===== src/rtl/pipe_hazard_ctrl_pkg.sv =====
// -----------------------------------------------------------------------------
// pipe_hazard_ctrl_pkg
// Shared definitions for the pipeline hazard controller:
//   - state_t      : 2-bit FSM state encoding (RUN, MEM_WAIT, MDU_BUSY, REDIRECT)
//   - SLOT0/SLOT1  : issue-slot indices of the dual-issue core
//   - REDIRECT_CYCLES_DEFAULT : default number of IF/ID flush cycles after a redirect
//   - RCNT_WIDTH   : width of the redirect counter (covers the legal range 1..15)
//   - PREG_*       : bit positions of the four pipeline registers in stall/flush vectors
// -----------------------------------------------------------------------------
package pipe_hazard_ctrl_pkg;

  typedef enum logic [1:0] {
    ST_RUN      = 2'd0,
    ST_MEM_WAIT = 2'd1,
    ST_MDU_BUSY = 2'd2,
    ST_REDIRECT = 2'd3
  } state_t;

  localparam logic SLOT0 = 1'b0;
  localparam logic SLOT1 = 1'b1;

  localparam int REDIRECT_CYCLES_DEFAULT = 2;
  localparam int RCNT_WIDTH              = 4;

  // Index of each pipeline register inside the internal 4-bit stall/flush vectors.
  localparam int PREG_IFID  = 0;
  localparam int PREG_IDEX  = 1;
  localparam int PREG_EXMEM = 2;
  localparam int PREG_MEMWB = 3;

  // A slot-0 branch has a younger slot-1 partner on the wrong path that must be
  // killed in EX/MEM; a slot-1 branch is the younger of the pair, so EX/MEM is kept.
  function automatic logic br_kills_partner(input logic slot);
    return (slot == SLOT0) && (slot != SLOT1);
  endfunction

endpackage


===== src/rtl/pipe_perf_cnt.sv =====
// -----------------------------------------------------------------------------
// pipe_perf_cnt
// Saturating, synchronously clearable event counter.
// Ports:
//   clk    in   clock
//   rst_n  in   synchronous active-low reset, clears the count
//   clr    in   synchronous clear, clears the count
//   inc    in   count this cycle
//   count  out  WIDTH-bit count, sticks at all-ones
// -----------------------------------------------------------------------------
module pipe_perf_cnt #(
  parameter int WIDTH = 32
) (
  input  logic             clk,
  input  logic             rst_n,
  input  logic             clr,
  input  logic             inc,
  output logic [WIDTH-1:0] count
);

  always_ff @(posedge clk) begin
    if (!rst_n || clr) begin
      count <= '0;
    end else if (inc && (count != {WIDTH{1'b1}})) begin
      count <= count + 1'b1;
    end
  end

endmodule


===== src/rtl/pipe_hazard_ctrl.sv =====
// -----------------------------------------------------------------------------
// pipe_hazard_ctrl
// Central pipeline control for the dual-issue core. Generates Stall/Flush for the
// IF/ID, ID/EX, EX/MEM and MEM/WB registers and the EX/MEM issue_select, and
// sequences data-memory waits, MDU busy periods and post-redirect bubbles.
//
// Optional feature macro: PIPE_CTRL_PERF_EN (adds perf_clr, perf_stall_cyc,
// perf_flush_cyc; functional outputs are identical either way).
//
// Parameters:
//   REDIRECT_CYCLES  IF/ID flush cycles following a redirect (1..15)
//   CNT_WIDTH        performance counter width (only used with the perf macro)
//
// Ports:
//   clk, rst_n         clock, synchronous active-low reset
//   load_use[1:0]      ID-stage load-use hazard per issue slot
//   br_mispredict      EX-stage mispredict pulse, br_slot = its issue slot
//   trap_redirect      MEM-stage trap/mret redirect pulse
//   dmem_req/ready     MEM-stage data access and its response
//   mdu_start/done     MDU issue pulse and result-valid pulse
//   stall_*, flush_*   to the four pipeline registers
//   sel_exmem          1: EX/MEM flush kills slot 1 only
//   busy               FSM is not in RUN
//   perf_*             (macro only) cycle counters with synchronous clear
// -----------------------------------------------------------------------------
module pipe_hazard_ctrl
  import pipe_hazard_ctrl_pkg::*;
#(
  parameter int REDIRECT_CYCLES = REDIRECT_CYCLES_DEFAULT,
  parameter int CNT_WIDTH       = 32
) (
  input  logic       clk,
  input  logic       rst_n,
  input  logic [1:0] load_use,
  input  logic       br_mispredict,
  input  logic       br_slot,
  input  logic       trap_redirect,
  input  logic       dmem_req,
  input  logic       dmem_ready,
  input  logic       mdu_start,
  input  logic       mdu_done,
  output logic       stall_ifid,
  output logic       stall_idex,
  output logic       stall_exmem,
  output logic       stall_memwb,
  output logic       flush_ifid,
  output logic       flush_idex,
  output logic       flush_exmem,
  output logic       flush_memwb,
  output logic       sel_exmem,
  output logic       busy
`ifdef PIPE_CTRL_PERF_EN
  ,
  input  logic                 perf_clr,
  output logic [CNT_WIDTH-1:0] perf_stall_cyc,
  output logic [CNT_WIDTH-1:0] perf_flush_cyc
`endif
);

  // Elaboration-time guard on the parameter ranges.
  if (REDIRECT_CYCLES < 1 || REDIRECT_CYCLES > 15 || CNT_WIDTH < 1) begin : g_param_check
    $error("pipe_hazard_ctrl: REDIRECT_CYCLES must be 1..15 and CNT_WIDTH >= 1");
  end

  // Counter holds "remaining REDIRECT cycles minus one"; the FSM leaves
  // REDIRECT after the cycle in which it reads 0.
  localparam logic [RCNT_WIDTH-1:0] RCNT_RELOAD = RCNT_WIDTH'(REDIRECT_CYCLES - 1);

  state_t                  state_reg, state_next;
  logic [RCNT_WIDTH-1:0]   rcnt_reg, rcnt_next;

  // Internal, ungated control vectors indexed by PREG_*.
  logic [3:0] stall_c;
  logic [3:0] flush_c;
  logic       sel_c;

  logic mem_wait;
  logic mdu_wait;

  assign mem_wait = dmem_req & ~dmem_ready;
  assign mdu_wait = mdu_start & ~mdu_done;

  // ---------------------------------------------------------------------------
  // State register
  // ---------------------------------------------------------------------------
  always_ff @(posedge clk) begin
    if (!rst_n) begin
      state_reg <= ST_RUN;
      rcnt_reg  <= '0;
    end else begin
      state_reg <= state_next;
      rcnt_reg  <= rcnt_next;
    end
  end

  // ---------------------------------------------------------------------------
  // Next-state and output decode
  // ---------------------------------------------------------------------------
  always_comb begin
    stall_c    = 4'b0000;
    flush_c    = 4'b0000;
    sel_c      = 1'b0;
    state_next = state_reg;
    rcnt_next  = rcnt_reg;

    if (trap_redirect) begin
      // A trap outranks everything in every state, including pending waits.
      flush_c    = 4'b1111;
      state_next = ST_REDIRECT;
      rcnt_next  = RCNT_RELOAD;
    end else begin
      unique case (state_reg)
        ST_RUN: begin
          if (br_mispredict) begin
            flush_c[PREG_IFID]  = 1'b1;
            flush_c[PREG_IDEX]  = 1'b1;
            flush_c[PREG_EXMEM] = br_kills_partner(br_slot);
            sel_c               = br_kills_partner(br_slot);
            state_next          = ST_REDIRECT;
            rcnt_next           = RCNT_RELOAD;
          end else if (mem_wait) begin
            stall_c[PREG_IFID]  = 1'b1;
            stall_c[PREG_IDEX]  = 1'b1;
            stall_c[PREG_EXMEM] = 1'b1;
            flush_c[PREG_MEMWB] = 1'b1;
            state_next          = ST_MEM_WAIT;
          end else if (mdu_wait) begin
            stall_c[PREG_IFID]  = 1'b1;
            stall_c[PREG_IDEX]  = 1'b1;
            flush_c[PREG_EXMEM] = 1'b1;
            state_next          = ST_MDU_BUSY;
          end else if (|load_use) begin
            stall_c[PREG_IFID]  = 1'b1;
            flush_c[PREG_IDEX]  = 1'b1;
          end
        end

        ST_MEM_WAIT: begin
          // EX is frozen here, so a mispredict or MDU start seen now will be
          // presented again once the access completes; they are not acted on.
          if (mem_wait) begin
            stall_c[PREG_IFID]  = 1'b1;
            stall_c[PREG_IDEX]  = 1'b1;
            stall_c[PREG_EXMEM] = 1'b1;
            flush_c[PREG_MEMWB] = 1'b1;
          end else begin
            state_next = ST_RUN;
          end
        end

        ST_MDU_BUSY: begin
          if (!mdu_done) begin
            stall_c[PREG_IFID]  = 1'b1;
            stall_c[PREG_IDEX]  = 1'b1;
            flush_c[PREG_EXMEM] = 1'b1;
          end else begin
            state_next = ST_RUN;
          end
        end

        ST_REDIRECT: begin
          flush_c[PREG_IFID] = 1'b1;
          if (br_mispredict) begin
            flush_c[PREG_IDEX]  = 1'b1;
            flush_c[PREG_EXMEM] = br_kills_partner(br_slot);
            sel_c               = br_kills_partner(br_slot);
            rcnt_next           = RCNT_RELOAD;
          end else if (mem_wait) begin
            // IF/ID is being flushed, so its stall is withheld; the redirect
            // countdown pauses until the access completes.
            stall_c[PREG_IDEX]  = 1'b1;
            stall_c[PREG_EXMEM] = 1'b1;
            flush_c[PREG_MEMWB] = 1'b1;
          end else if (rcnt_reg == '0) begin
            state_next = ST_RUN;
          end else begin
            rcnt_next = rcnt_reg - 1'b1;
          end
        end

        default: begin
          state_next = ST_RUN;
          rcnt_next  = '0;
        end
      endcase
    end
  end

  // ---------------------------------------------------------------------------
  // Outputs: forced low while reset is held.
  // ---------------------------------------------------------------------------
  assign stall_ifid  = rst_n & stall_c[PREG_IFID];
  assign stall_idex  = rst_n & stall_c[PREG_IDEX];
  assign stall_exmem = rst_n & stall_c[PREG_EXMEM];
  assign stall_memwb = rst_n & stall_c[PREG_MEMWB];
  assign flush_ifid  = rst_n & flush_c[PREG_IFID];
  assign flush_idex  = rst_n & flush_c[PREG_IDEX];
  assign flush_exmem = rst_n & flush_c[PREG_EXMEM];
  assign flush_memwb = rst_n & flush_c[PREG_MEMWB];
  assign sel_exmem   = rst_n & sel_c;
  assign busy        = rst_n & (state_reg != ST_RUN);

`ifdef PIPE_CTRL_PERF_EN
  // ---------------------------------------------------------------------------
  // Performance counters: cycles with any stall / any flush asserted.
  // ---------------------------------------------------------------------------
  logic any_stall;
  logic any_flush;

  assign any_stall = stall_ifid | stall_idex | stall_exmem | stall_memwb;
  assign any_flush = flush_ifid | flush_idex | flush_exmem | flush_memwb;

  pipe_perf_cnt #(
    .WIDTH (CNT_WIDTH)
  ) u_perf_stall (
    .clk   (clk),
    .rst_n (rst_n),
    .clr   (perf_clr),
    .inc   (any_stall),
    .count (perf_stall_cyc)
  );

  pipe_perf_cnt #(
    .WIDTH (CNT_WIDTH)
  ) u_perf_flush (
    .clk   (clk),
    .rst_n (rst_n),
    .clr   (perf_clr),
    .inc   (any_flush),
    .count (perf_flush_cyc)
  );
`endif

endmodule


===== config.mk =====
export PLATFORM = sky130hd
export DESIGN_NAME = pipe_hazard_ctrl
export DESIGN_NICKNAME = d
export VERILOG_FILES = /design/src/rtl/pipe_hazard_ctrl_pkg.sv /design/src/rtl/pipe_perf_cnt.sv /design/src/rtl/pipe_hazard_ctrl.sv
export SDC_FILE = /design/constraint.sdc
export NUM_CORES = 1
export LEC_CHECK = 0
export BUFFER_PORTS_ARGS = -buffer_cell sky130_fd_sc_hd__buf_2
export CORE_MARGIN = 8
export CORE_UTILIZATION = 24
export CTS_BUF_LIST = sky130_fd_sc_hd__clkbuf_2 sky130_fd_sc_hd__clkbuf_4 sky130_fd_sc_hd__clkbuf_8
export CTS_CLUSTER_SIZE = 30
export DETAILED_ROUTE_END_ITERATION = 12
export HOLD_SLACK_MARGIN = 0.02
export PLACE_DENSITY = 0.42
export SETUP_SLACK_MARGIN = 0.2
export SKIP_CTS_REPAIR_TIMING = 1
export SLEW_MARGIN = 15
export SYNTH_ARGS = -nofsm -noshare
export SYNTH_HDL_FRONTEND = slang
export SYNTH_HIERARCHICAL = 1
export SYNTH_SLANG_ARGS = --single-unit

===== constraint.sdc =====
create_clock -name clk -period 1.8 [get_ports clk]
set_clock_uncertainty 0.2 [all_clocks]
set_input_delay 0.09 -clock clk [delete_from_list [all_inputs] [get_ports clk]]
set_output_delay 0.09 -clock clk [all_outputs]
set_load 0.005 [all_outputs]

# [Word-level counts from Yosys, hierarchy flattened]
# Cells that the tools add are included.
[word_totals] out_inout_bits=10 ff_bits=6 in_bits=11
[op_classes] add_sub_neg=1 mux=44 n_eq_ne=15 n_reduce_logical=11 bitwise=15
[op_table] operator="two-way mux 2 bit" count=16
[op_table] operator="inequality test 3 bit (second input constant)" count=8
[op_table] operator="two-way mux 4 bit" count=5
[op_table] operator="two-way mux 1 bit" count=12
[op_table] operator="AND 1 bit" count=11
[op_table] operator="two-way mux 3 bit" count=3
[op_table] operator="case mux 1 bit (3 select lines)" count=3
[op_table] operator="inequality test 4 bit (second input constant)" count=2
[op_table] operator="case mux 2 bit (4 select lines)" count=1
[op_table] operator="case mux 4 bit (2 select lines)" count=1
[op_table] operator="AND reduction 4 bit" count=2
[op_table] operator="AND reduction 6 bit" count=1
[op_table] operator="OR reduction 2 bit" count=3
[op_table] operator="inequality test 5 bit (second input constant)" count=1
[op_table] operator="== test 2 bit (second input constant)" count=2
[op_table] operator="logical NOT 4 bit" count=1
[op_table] operator="inverter 1 bit" count=4
[op_table] operator="case mux 1 bit (4 select lines)" count=1
[op_table] operator="case mux 2 bit (2 select lines)" count=1
[op_table] operator="nonzero test 2 bit" count=2
[op_table] operator="subtractor 4 x 1 -> 4 bit (second input constant)" count=1
[op_table] operator="nonzero test 3 bit" count=1
[op_table] operator="== test 2 x 1 -> 1 bit (second input constant)" count=1
[op_table] operator="logical NOT 2 bit" count=1
[op_table] operator="2 further kinds" count=2

# [Logic depth before layout (Yosys ltp)]
# Gate-level depths: netlist of run 1.
[logic_depth] ltp_word=8 mapped_depth=7 mapped_depth_nobuf=6

# [Worst setup path after synthesis of run 1]
# No wires, ideal clock.
[synth_timing] kind="register to register" from="reg state_reg[0]" to="reg rcnt_reg[3]" path_slack_ns=-0.153 setup_time_ns=0.086 synth_period_minus_slack_ns=1.953 arrival_time_ns=1.667 stages_incl_launch_ff=8 cell_sequence="dfxtp_1 -> inv_1 -> ha_1 -> buf_2 -> inv_2 -> a31oi_4 -> or4_1 -> a211oi_1"
[synth_via] elab_chain_len=3 elab_cells_between_ends=8
[synth_lines] item="start: declaration" line_no="pipe_hazard_ctrl.sv:69" text="state_t state_reg, state_next;"
[synth_lines] item="start signal: assignment" line_no="pipe_hazard_ctrl.sv:91" text="state_reg <= state_next;"
[synth_lines] item="== test 2 bit / logical NOT 2 bit (equally long branches)" line_no="pipe_hazard_ctrl.sv:112" text="unique case (state_reg)"
[synth_lines] item="inequality test 3 bit (no line), or another cell as far along"
[synth_lines] item="AND reduction 4 bit (no line)"
[synth_lines] item="end signal: assignment" line_no="pipe_hazard_ctrl.sv:92" text="rcnt_reg <= rcnt_next;"
[synth_lines] item="end: declaration" line_no="pipe_hazard_ctrl.sv:70" text="logic [RCNT_WIDTH-1:0] rcnt_reg, rcnt_next;"
# Several ways; a longest one is shown, not always the timed one.
# A chain may end at the register's enable or synchronous reset.

# [Worst setup path after layout of run 1]
[layout_timing] from="reg state_reg[1]" to="out flush_idex"
[layout_via] elab_chain_len=4 elab_cells_between_ends=5
[layout_lines] item="== test 2 bit / logical NOT 2 bit (equally long branches)" line_no="pipe_hazard_ctrl.sv:112"
[layout_lines] item="case mux 2 bit (2 select lines) *" line_no="pipe_hazard_ctrl.sv:112"
[layout_lines] item="two-way mux 4 bit *" line_no="pipe_hazard_ctrl.sv:106" text="if (trap_redirect) begin"
[layout_lines] item="AND 1 bit *" line_no="pipe_hazard_ctrl.sv:197" text="assign flush_idex = rst_n & flush_c[PREG_IDEX];"
[layout_lines] item="end: declaration" line_no="pipe_hazard_ctrl.sv:47" text="output logic flush_idex,"
# Mark *: on every way between the ends. The rest lies on a longest branch, timed or not.

==> flow_summary.toml, run 1 <==
[status]
status = "complete, but fails checks"
violations = "setup timing"

[sta]
max_freq_ghz = 0.5219
setup-violations-final = 13
fin_ws_ps = -115.9
worst_hold_slack_ps = 7.060
finalHoldViolations = 0
drv_slew = 0
fin_crit_sh_pct = 106.4
min_period_ps = 1916
rsz0062_at_grt = "yes"

[place]
port_buffers = 19
placed_area_um2 = 993.5
dp_worst_setup_slack_ps = -53.97
dp_hpwl_mm = 1.887
place_congestion = 0.7898

[yosys]
syn_avg_cell_area_um2 = 7.678
syn_nets = 114
synth_top_area_share_pct = 16.47
yosysTopAreaCell = "dfxtp_1"
synthFlopType = "dfxtp_1"
synth_area_um2 = 729.5
ys_seq_area_share_pct = 16.47
synth_edf_count = 0
netlist_instances = 95
synth_seq_cells = 6
yosys.cell_types.count = 38
ys_top_cells_by_area = "dfxtp_1 (16%), ha_1 (14%), o21a_1 (5.1%), a21oi_1 (4.8%), nand2b_1 (4.3%)"
synthTopCellsByCount = "ha_1 (8), nor2_1 (8), a21oi_1 (7)"
ys_warn_count = 6
ys_async_sr_fraction_pct = 0

[floorplanning]
row_count = 20
fp.dieArea_mm2 = 0.005059
start_util_pct = 24.50
io_pins = 21
design.core.area_mm2 = 0.002978
die_x_um = 71.13
die_y_um = 71.13

[critical_path]
critPathMaxStageDelay_ps = 380
crit_path_end = "flush_idex"
crit_required_ps = 1510
arrival_ps = 1630
startpoint_type = "flip-flop"
crit_start = "state_reg[1]"
cp_top_family = "compound AO/OA/AOI/OAI gates"
critPathKind = "reg2out"
reg2reg_depth = 7
cp_common_cell = "o21a_1"
reg2reg_slack_ps = -60
critical_path.max_fanout = 5
reg2reg_to = "rcnt_reg[2]"
end_kind = "output port"
critical_path_buf_inv_count = 3
cp_num_cells = 8
crit_chain = "inv_4, ha_4, buf_6, o21a_1, a31oi_2, nor2_1, o21a_1, buf_2"
critical-path-slowest-cell = "dfxtp_4"
r2r_start = "rcnt_reg[0]"

[routing]
final_antenna_net_count = 0
wirelength_mm = 2.460
via_per_inst = 5.059
drc = 0
routedWlPerCell_um = 14.56
vias = 855
dr.pass1.iters = 4
drt-initial-drc-count = 9

[finish]
fillerInstances = 314
final_area_mm2 = 0.001177
num_antenna_cells = 0
syn_to_final_growth_pct = 61.41
drive_above_1_share_pct = 54.41
largest_reg_flops = 4
fin_nets = 157

[clock_tree]
clk_pin_slew_ps = 60
cts_htree_levels = 1
insertion_delay_ps = 260
cts_tree = "done"
cts_root_buf = "clkbuf_4"
clock_sinks = 6
clockBufferDepth = 2
cts_buffers = 3

[global_routing]
grt_pass1_vias = 877
grt_pass1_wl_mm = 3.905
grt_usage_pct = 9.684
grt_overflow = 0
grt_max_degree = 11
grt_antenna_before_repair = 0

[min_path]
hp-class = "in2reg"

[pwr]
total_power_mw = 0.6671
p_per_area_mw_per_mm2 = 566.6
power.leakage_nw = 0.5170
irDropWorstVdd_mv = 0.2488

[job]
maxCapViolations = 0
## per-layer routing
metal	GRT usage, %	wire length, um	vias up
met5	0	0	-
met3	3.955	102	0
met1	9.952	1048	412
li1	-	-	431
met2	18.13	1309	12
met4	1.386	0	0
## cells by family (layout without fill, tap and decap cells)
logic type               after synthesis  in the layout  synth area share (%)
AO/OA/AOI/OAI                         33             33                 34.99
adder cells (fa/ha/maj)                8              8                 13.72
buffers and inverters                 14             55                 8.746
flip-flops                             6              6                 16.47
other                                  1              1                0.5141
AND/OR/NAND/NOR                       33             33                 25.56
## cells in the final DEF (no fill, tap or decap), types with 3 or more instances in the layout
master and count:
buf_4 20, ha_1 6, a21oi_1 4, nand2b_1 5
clkbuf_4 3, buf_6 4, o31ai_1 3, a31oi_1 3
a21oi_2 3, nor2_1 7, buf_2 19, o21a_1 5
inv_4 3, nor3_1 3
## report_power, final
part / leakage, nW / switching [mW] / internal, mW
sequential: 0.0511 / 0.0116 / 0.144
clock: 0.0138 / 0.0642 / 0.0765
combinational: 0.452 / 0.178 / 0.193
total: 0.517 / 0.254 / 0.413
## final cells by class
cell class | instances | area (um2) | share of cell area (%)
well taps | 33 | 41.29 | 3.507
multi-input cells | 75 | 639.4 | 54.30
inverters | 7 | 33.78 | 2.869
flip-flops and latches | 6 | 130.1 | 11.05
clock buffers | 3 | 22.52 | 1.913
repair buffers | 45 | 310.3 | 26.35
## worst min-delay path by stage
stage	endpoint	start	cells after the start
floorplan	sel_exmem	br_slot	2
global placement	state_reg[0]	rst_n	2
detailed placement	state_reg[1]	rst_n	2
CTS	state_reg[1]	rst_n	2
global route	rcnt_reg[0]	trap_redirect	2
finish	rcnt_reg[0]	trap_redirect	2
## metrics by stage
stage / cells / setup TNS [ps] / util [%]
after global placement: 160 / -134.6 / 33.36
after global routing: 169 / -1771 / 39.54
after floorplan: 95 / 0 / -
final: 169 / -698.0 / 39.54
after CTS: 163 / -1606 / 34.12
after detailed placement: 160 / -132.1 / 33.36
(Power assumes the default switching activity.)
==> run 2: changes to the inputs <==
Settings changed: CORE_MARGIN 8 to default.
==> run 2 against run 1 <==
Against the previous run: the run still ends with setup timing left; routed wire length shrank 0.57%; largest power group unchanged; sequential share of layout area shrank 0.093 points; critical path depth is the same; clock-buffer cell count is the same; first-iteration DRC count grew 110%; critical path type unchanged; clock power is essentially flat; combinational power grew 2%; global-route usage grew 4.1 points; final cell count shrank 2.4%; fmax grew 0.31%; worst hold slack gained 15 ps.
==> flow_summary.toml, run 2 (synthesis results as in run 1) <==
[status]
status = "complete, but fails checks"
violations = "setup timing"

[routing]
wirelength_mm = 2.446
dr.pass1.iters = 4
final_antenna_net_count = 0
drc = 0
via_per_inst = 5.339
routedWlPerCell_um = 14.82
vias = 881
drt-initial-drc-count = 19

[sta]
finalHoldViolations = 0
max_freq_ghz = 0.5236
fin_crit_sh_pct = 106.1
min_period_ps = 1910
rsz0062_at_grt = "yes"
worst_hold_slack_ps = 22.43
setup-violations-final = 12
drv_slew = 0
fin_ws_ps = -110.0
setup-tns-final_ps = -717.5

[place]
post-place-cells = 155
port_buffers = 19
placed_area_um2 = 968.4
dp_worst_setup_slack_ps = -46.86
place_congestion = 0.7671
dp_hpwl_mm = 1.722

[global_routing]
grt_pass1_wl_mm = 3.456
grt_overflow = 0
grt_pass1_vias = 758
grt_antenna_before_repair = 0
grt_usage_pct = 13.80
grt_max_degree = 11

[finish]
syn_to_final_growth_pct = 62.78
drive_above_1_share_pct = 58.21
final_area_mm2 = 0.001187
fin_nets = 155
num_antenna_cells = 0
fin_cells = 165
layout_common_cells = "buf_2 (19), buf_4 (18), nor2_1 (6)"
largest_reg_flops = 4
fin_util_pct = 41.97
layout_commonest_cell = "buf_2"

[min_path]
hp-class = "in2reg"
hold_depth = 2

[critical_path]
cp_top_family = "compound AO/OA/AOI/OAI gates"
reg2reg_depth = 6
startpoint_type = "flip-flop"
crit_chain = "inv_4, ha_4, buf_6, o21a_1, a31oi_1, nor2_1, o21a_1, buf_2"
cp_num_cells = 8
critPathKind = "reg2out"
arrival_ps = 1620
critPathMaxStageDelay_ps = 370
critical-path-slowest-cell = "dfxtp_4"
critical_path.max_fanout = 6
critical_path_buf_inv_count = 3
cp_common_cell = "o21a_1"
crit_required_ps = 1510
end_kind = "output port"

[clock_tree]
cts_tree = "done"
clk_pin_slew_ps = 50
clock_sinks = 6
clockBufferDepth = 2
insertion_delay_ps = 250
cts_buffers = 3
cts_root_buf = "clkbuf_4"
cts_htree_levels = 1

[pwr]
p_per_area_mw_per_mm2 = 565.2
total_power_mw = 0.6711
irDropWorstVdd_mv = 0.3074
power.leakage_nw = 0.5001

[floorplanning]
design.core.area_mm2 = 0.002829
die_y_um = 57.13
die_x_um = 57.13
io_pins = 21
row_count = 19
fp.dieArea_mm2 = 0.003264
start_util_pct = 25.79

[job]
maxCapViolations = 0
## run 2: final timing paths
path	from	endpoint	slack (ps)
worst max-delay path	state_reg[1]	flush_idex	-110
worst min-delay path	trap_redirect	rcnt_reg[0]	20
worst min register to register	rcnt_reg[3]	rcnt_reg[3]	320
worst max register to register	rcnt_reg[0]	rcnt_reg[1]	-70
## run 2: metal layers
| layer | GRT usage [%] | vias to the layer above | part of all wire [%] |
|---|---|---|---|
| met4 | 3.136 | 0 | 0.70 |
| met3 | 5.669 | 2 | 5.9 |
| met2 | 20.84 | 29 | 51 |
| met1 | 18.40 | 422 | 43 |
| met5 | 0 | - | 0 |
| li1 | - | 428 | - |
## run 2: area by class of cell
| class | count | area [um2] |
|---|---|---|
| fillers | 279 | 1642 |
| multi-input cells | 75 | 666.9 |
| repair buffers | 43 | 295.3 |
| flip-flops and latches | 6 | 130.1 |
| well taps | 31 | 38.79 |
| inverters | 7 | 33.78 |
| clock buffers | 3 | 22.52 |
## run 2: power by group
group	internal (mW)	switching (mW)	total, mW
sequential	0.144	0.0110	0.155
combinational	0.190	0.187	0.377
clock	0.0764	0.0625	0.139
